File: src/rtl/egress_pri_scheduler.sv
// egress_pri_scheduler
//   Per-output-port packet scheduler. Chooses which priority queue sends its
//   next packet from queue occupancy and per-priority downstream ready, then
//   holds that grant from request until the EOP beat of the packet.
//
//   Selection policy:
//     EGRESS_WRR_EN undefined : strict priority, highest eligible index wins.
//     EGRESS_WRR_EN defined   : weighted round robin using cfg_weight credits,
//                               falling back to strict priority when every
//                               eligible queue has weight 0.
//
//   Ports
//     clk, rst_n   core clock, asynchronous active-low reset
//     q_nonempty   per-priority: queue holds at least one complete packet
//     ready        per-priority: downstream accepts that priority
//     deq_req      dequeue request to the queue manager (registered)
//     deq_pri      priority being requested / served (registered)
//     deq_ack      one-cycle accept pulse from the queue manager
//     pkt_vld      beat of the granted packet present this cycle
//     pkt_eop      last beat of the packet (qualified by pkt_vld)
//     busy         scheduler in GRANT or XFER (registered)
//     cfg_weight   WRR weights, priority p at [p*weight_width +: weight_width]
//                  (present only with EGRESS_WRR_EN)
//     len_err      sticky: a packet ran past max_beats
module egress_pri_scheduler #(
  parameter int unsigned num_of_priority = 8,
  parameter int unsigned max_beats       = 64,
  parameter int unsigned weight_width    = 4
) (
  input  logic                                   clk,
  input  logic                                   rst_n,
  input  logic [num_of_priority-1:0]             q_nonempty,
  input  logic [num_of_priority-1:0]             ready,
  output logic                                   deq_req,
  output logic [$clog2(num_of_priority)-1:0]     deq_pri,
  input  logic                                   deq_ack,
  input  logic                                   pkt_vld,
  input  logic                                   pkt_eop,
  output logic                                   busy,
`ifdef EGRESS_WRR_EN
  input  logic [num_of_priority*weight_width-1:0] cfg_weight,
`endif
  output logic                                   len_err
);

  localparam int unsigned pri_w = $clog2(num_of_priority);
  localparam int unsigned cnt_w = $clog2(max_beats + 1);

  typedef enum logic [1:0] {
    ST_IDLE  = 2'd0,
    ST_GRANT = 2'd1,
    ST_XFER  = 2'd2
  } state_t;

  state_t                   state;
  state_t                   state_nxt;
  logic [num_of_priority-1:0] eligible;
  logic [pri_w-1:0]         strict_pri;
  logic [pri_w-1:0]         sel_pri;
  logic [cnt_w-1:0]         beat_cnt;
  logic [cnt_w-1:0]         beat_cnt_nxt;
  logic                     deq_req_nxt;
  logic [pri_w-1:0]         deq_pri_nxt;
  logic                     busy_nxt;
  logic                     len_err_nxt;

  // Only looked at while IDLE; a grant is never retracted afterwards.
  assign eligible = q_nonempty & ready;

  // Highest eligible index.
  always_comb begin
    strict_pri = '0;
    for (int unsigned p = 0; p < num_of_priority; p++) begin
      if (eligible[p]) strict_pri = pri_w'(p);
    end
  end

`ifdef EGRESS_WRR_EN
  logic [weight_width-1:0]    credit_q   [num_of_priority];
  logic [weight_width-1:0]    credit_eff [num_of_priority];
  logic [weight_width-1:0]    credit_nxt [num_of_priority];
  logic [pri_w-1:0]           rr_ptr;
  logic [pri_w-1:0]           rr_ptr_nxt;
  logic [num_of_priority-1:0] has_credit;
  logic [num_of_priority-1:0] cand;
  logic                       reload;
  logic                       wrr_found;
  logic [pri_w-1:0]           wrr_pri;
  int unsigned                idx;

  // Credits are reloaded from cfg_weight when no eligible queue has credit
  // left; the search then runs on the reloaded values in the same cycle.
  always_comb begin
    has_credit = '0;
    for (int unsigned p = 0; p < num_of_priority; p++) begin
      has_credit[p] = eligible[p] & (credit_q[p] != '0);
    end
    reload = (has_credit == '0);
    for (int unsigned p = 0; p < num_of_priority; p++) begin
      credit_eff[p] = reload ? cfg_weight[p*weight_width +: weight_width] : credit_q[p];
    end
    cand = '0;
    for (int unsigned p = 0; p < num_of_priority; p++) begin
      cand[p] = eligible[p] & (credit_eff[p] != '0);
    end
    wrr_found = 1'b0;
    wrr_pri   = '0;
    idx       = 0;
    for (int unsigned k = 0; k < num_of_priority; k++) begin
      idx = (32'(rr_ptr) + k) % num_of_priority;
      if (!wrr_found && cand[pri_w'(idx)]) begin
        wrr_found = 1'b1;
        wrr_pri   = pri_w'(idx);
      end
    end
  end

  // All-zero-weight eligible set falls back to strict priority.
  always_comb begin
    sel_pri = wrr_found ? wrr_pri : strict_pri;
  end

  // Credit / pointer update on each IDLE selection.
  always_comb begin
    credit_nxt = credit_q;
    rr_ptr_nxt = rr_ptr;
    if ((state == ST_IDLE) && (eligible != '0)) begin
      credit_nxt = credit_eff;
      if (wrr_found) begin
        credit_nxt[wrr_pri] = credit_eff[wrr_pri] - weight_width'(1);
        rr_ptr_nxt = (wrr_pri == pri_w'(num_of_priority - 1)) ? '0 : wrr_pri + pri_w'(1);
      end
    end
  end

  // WRR state registers.
  always_ff @(posedge clk or negedge rst_n) begin
    if (!rst_n) begin
      rr_ptr <= '0;
      for (int unsigned p = 0; p < num_of_priority; p++) credit_q[p] <= '0;
    end else begin
      rr_ptr   <= rr_ptr_nxt;
      credit_q <= credit_nxt;
    end
  end
`else
  always_comb begin
    sel_pri = strict_pri;
  end
`endif

  // State register.
  always_ff @(posedge clk or negedge rst_n) begin
    if (!rst_n) state <= ST_IDLE;
    else        state <= state_nxt;
  end

  // Next-state logic.
  always_comb begin
    state_nxt = state;
    case (state)
      ST_IDLE:  if (eligible != '0)     state_nxt = ST_GRANT;
      ST_GRANT: if (deq_ack)            state_nxt = ST_XFER;
      ST_XFER:  if (pkt_vld && pkt_eop) state_nxt = ST_IDLE;
      default:                          state_nxt = ST_IDLE;
    endcase
  end

  // Next values of the registered outputs and beat counter.
  always_comb begin
    deq_req_nxt  = deq_req;
    deq_pri_nxt  = deq_pri;
    len_err_nxt  = len_err;
    beat_cnt_nxt = beat_cnt;
    busy_nxt     = (state_nxt != ST_IDLE);
    case (state)
      ST_IDLE: begin
        if (eligible != '0) begin
          deq_req_nxt = 1'b1;
          deq_pri_nxt = sel_pri;
        end
      end
      ST_GRANT: begin
        if (deq_ack) begin
          deq_req_nxt  = 1'b0;
          beat_cnt_nxt = '0;
        end
      end
      ST_XFER: begin
        // Counter saturates; a further non-EOP beat marks an overlong packet.
        if (pkt_vld) begin
          if (beat_cnt == cnt_w'(max_beats)) begin
            if (!pkt_eop) len_err_nxt = 1'b1;
          end else begin
            beat_cnt_nxt = beat_cnt + cnt_w'(1);
          end
        end
      end
      default: begin
        deq_req_nxt = 1'b0;
      end
    endcase
  end

  // Output and counter registers.
  always_ff @(posedge clk or negedge rst_n) begin
    if (!rst_n) begin
      deq_req  <= 1'b0;
      deq_pri  <= '0;
      busy     <= 1'b0;
      len_err  <= 1'b0;
      beat_cnt <= '0;
    end else begin
      deq_req  <= deq_req_nxt;
      deq_pri  <= deq_pri_nxt;
      busy     <= busy_nxt;
      len_err  <= len_err_nxt;
      beat_cnt <= beat_cnt_nxt;
    end
  end

endmodule

File: config.mk
export PLATFORM = sky130hd
export DESIGN_NAME = egress_pri_scheduler
export DESIGN_NICKNAME = d
export VERILOG_FILES = /design/src/rtl/egress_pri_scheduler.sv
export SDC_FILE = /design/constraint.sdc
export NUM_CORES = 1
export LEC_CHECK = 0
export ABC_CLOCK_PERIOD_IN_PS = 1920
export CAP_MARGIN = 30
export CORE_AREA = 2 2 49 51
export DETAILED_ROUTE_END_ITERATION = 10
export DIE_AREA = 0 0 51 53
export PLACE_DENSITY = 0.71
export REMOVE_ABC_BUFFERS = 1
export SYNTH_ARGS = -nofsm -noshare
export SYNTH_HDL_FRONTEND = slang
export SYNTH_SLANG_ARGS = --single-unit
File: constraint.sdc
create_clock -name clk -period 1.92 [get_ports clk]
set_input_delay 0.384 -clock clk [delete_from_list [all_inputs] [get_ports clk]]
set_output_delay 0.384 -clock clk [all_outputs]
set_load 0.1 [all_outputs]
==> results of run 1 <==
## state kept, by name, summed over array words and instances (netlist names)
register and cells:
deq_pri 3, state 2, busy 1, deq_req 1, len_err 1, beat_cnt 7
## worst paths after layout
path	startpoint	end	slack, ns
max in group asynchronous	rst_n	deq_pri[0]$_DFFE_PN0P_	1.34
worst min-delay path	rst_n	beat_cnt[5]$_DFFE_PN0P_	0.40
worst min register to register	len_err$_DFFE_PN0P_	len_err$_DFFE_PN0P_	0.49
min in group clk	len_err$_DFFE_PN0P_	len_err$_DFFE_PN0P_	0.49
worst max register to register	beat_cnt[0]$_DFFE_PN0P_	beat_cnt[3]$_DFFE_PN0P_	0.15
worst max-delay path	beat_cnt[0]$_DFFE_PN0P_	beat_cnt[3]$_DFFE_PN0P_	0.15
## repair_timing
action                     in CTS  in global routing
setup buffers                   3                  0
pin swaps                       1                  0
setup endpoints to repair       7                  2
resized for setup               1                  1
cloned                          0                  0
## cell type report
class,instances,area share
clock buffer,3,0.0182
timing repair buffer,40,0.284
sequential,15,0.304
inverter,4,0.0122
multi-input combinational,66,0.350
tap,28,0.0284
clock inverter,1,0.00405
## through the flow
step | setup TNS, ns | util | cells | cell area (µm²) | hold WS (ns)
2_1_floorplan | -0.0224 | - | 85 | 807 | 0.0884
3_3_place_gp | -0.306 | 0.545 | 150 | 1170 | 0.453
3_5_place_dp | -1.06 | 0.545 | 150 | 1170 | 0.464
4_1_cts | 0 | 0.573 | 157 | 1230 | 0.403
5_1_grt | 0 | 0.575 | 157 | 1230 | 0.414
6_report | 0 | 0.575 | 157 | 1230 | 0.403
## critical path, delay by kind of cell (launching register included)
| kind | cells | cell delay (ns) |
|---|---|---|
| simple gates | 2 | 0.60 |
| flops | 1 | 0.40 |
| compound gates | 2 | 0.30 |
| buf+inv | 2 | 0.23 |
| fa+ha+maj | 1 | 0.13 |
## report_power, final
| group | leakage [nW] | switching (W) | internal (W) |
|---|---|---|---|
| clock | 0.0177 | 0.0000998 | 0.0000771 |
| combinational | 0.357 | 0.000622 | 0.000334 |
| sequential | 0.191 | 0.0000618 | 0.000402 |
| total | 0.566 | 0.000784 | 0.000813 |
## kinds of logic after synthesis
group	Yosys count	synth area share
AOI/OAI and AO/OA	30	0.251
adders and majority gates	2	0.0306
buffers and inverters	5	0.0321
DFF	15	0.459
and+or+nand+nor	34	0.228
## cells in the mapped netlist (all sizes together), types with 2 or more instances
cell type  count  area share
nand2          7       0.032
a21oi          3       0.018
nand2b         4       0.031
and3b          2       0.021
dfrtp         15        0.46
inv            4       0.018
and3           2       0.015
a31oi          2       0.015
ha             2       0.031
nor2           6       0.028
a21o           4       0.037
nand3          5       0.031
o21ai         10       0.061
a22oi          4       0.037
or3            2       0.018
or2            3       0.026
o31ai          2       0.018
## routing by layer
| layer | vias up | global-route usage | part of all wire |
|---|---|---|---|
| met3 | 0 | 0.0395 | 0.065 |
| met1 | 381 | 0.162 | 0.39 |
| met2 | 24 | 0.314 | 0.54 |
| met4 | 0 | 0.0405 | 0 |
| li1 | 406 | - | - |
| met5 | - | 0 | 0 |
==> results by group, run 1 <==
Status
  – Run status: finished, final reports clean

Pwr
  – Pwr Density: 1290 nW/µm²
  – Maximum VDD drop: 0.000932 V
  – Power Total: between 0.0015 and 0.002 W
  – Leak pwr: 0.566 nW

Timing
  – Minimum clock period after layout: 1.77 ns
  – Endpoints failing hold: 0
  – Max-slew headroom: 0.787
  – Fmax: 565 MHz
  – Max Slew Vio Count: 0
  – Final setup margin: 0.151 ns
  – Final period util: 0.921
  – RSZ-0062 raised after global routing: false
  – Final-report setup violation count: 0
  – Layout Skew: 0.00521 ns
  – Worst slew pin tran: 0.320 ns

Floorplanning
  – Die Ht: 53 µm
  – Starting Density: 0.381
  – Die X: 51 µm
  – Die footprint: 2700 µm²
  – I/O pin count: 27
  – Core Region: 2150 µm²
  – Rows: 17

Global route
  – Vias in the first global route: between 700 and 800
  – GRT overflow: 0
  – First-pass GRT wire length: 3.18 mm
  – Initial antenna violation count: 0
  – Pin count of the biggest net entering global routing: 16
  – GRT Util Overall: 0.158

Detailed routing
  – Final Routed Wirelength: 1.94 mm
  – Avg WL per Cell: 12.4 µm
  – Pre-Repair DR Iteration Count: 4
  – DRT iter0 DRCs: 10
  – DRC viols: 0
  – Via density: about 5.2
  – DR vias: 811
  – Final ANT Viol Nets: 0

Place
  – Hpwl dp: 1.55 mm
  – I/O Buffers: 26
  – Pre-CTS WS: -0.187 ns
  – Routability cong.: 0.770

Logic synthesis
  – Post-synth cell types: 28
  – Post-synth ARST share: 1.00
  – Synth Cell Area: around 820 µm²
  – Yosys warning count: 0
  – Avg Inst Size Synth: between 9 and 10 µm²
  – Cells after Synth: 86
  – Sequential-to-total area share from yosys stat: 0.459
  – Synth Flop Type: dfrtp_1
  – Flops & latches, synth: 15
  – Post-synth EDFFs: 0

Worst setup path
  – Master of the slowest instance on the critical path: or4b_4
  – CP Capture Type: register
  – Worst-path cell chain: inv_1, ha_1, or4b_4, o32ai_4, buf_4, or2_4, o31ai_1
  – Startpoint types: register
  – Max FO, Critical Path: 4
  – R2R cell count: 7
  – Critical path arrival: 1.93 ns
  – Critical path's largest stage delay: 0.47 ns
  – CP Class: register to register
  – Required time worst endpoint: roughly 2.1 ns

Run
  – Max Cap Viol: 0

Layout
  – Register area: 375 µm²
  – Ant diodes: 0
  – Nets@finish: ~150
  – Commonest cells after routing, fill and taps aside: clkdlybuf4s50_1, buf_4, dfrtp_1, nand2_1
  – Fillers: 199
  – Multi-input logic area: 432 µm²
  – Area Growth Syn to Fin: 50.9%
  – Share of layout cells above drive strength 1: 0.248

CTS
  – Maximum clock insertion buffer count: 2
  – Hold buffer count at CTS: 0
  – Clock sink count: 15
  – Reg clk slew, reported paths: ~0.09 ns
  – Root Driver: clkbuf_4
  – CTS H-tree lvls: 1
  – TritonCTS Buffers: 3
  – Worst skew pair latency: between 0.2 and 0.3 ns
  – CTS tree: built

Worst hold path
  – Hold Path Class: primary input to asynchronous set/reset pin
No activity file was read; power rests on OpenSTA's default activity.
==> inputs of run 2 (changes only) <==
Settings changed: GPL_ROUTABILITY_DRIVEN from default to 0.
==> results of run 2 <==
No change in the layout: final DEF, timing and power equal those of run 1.
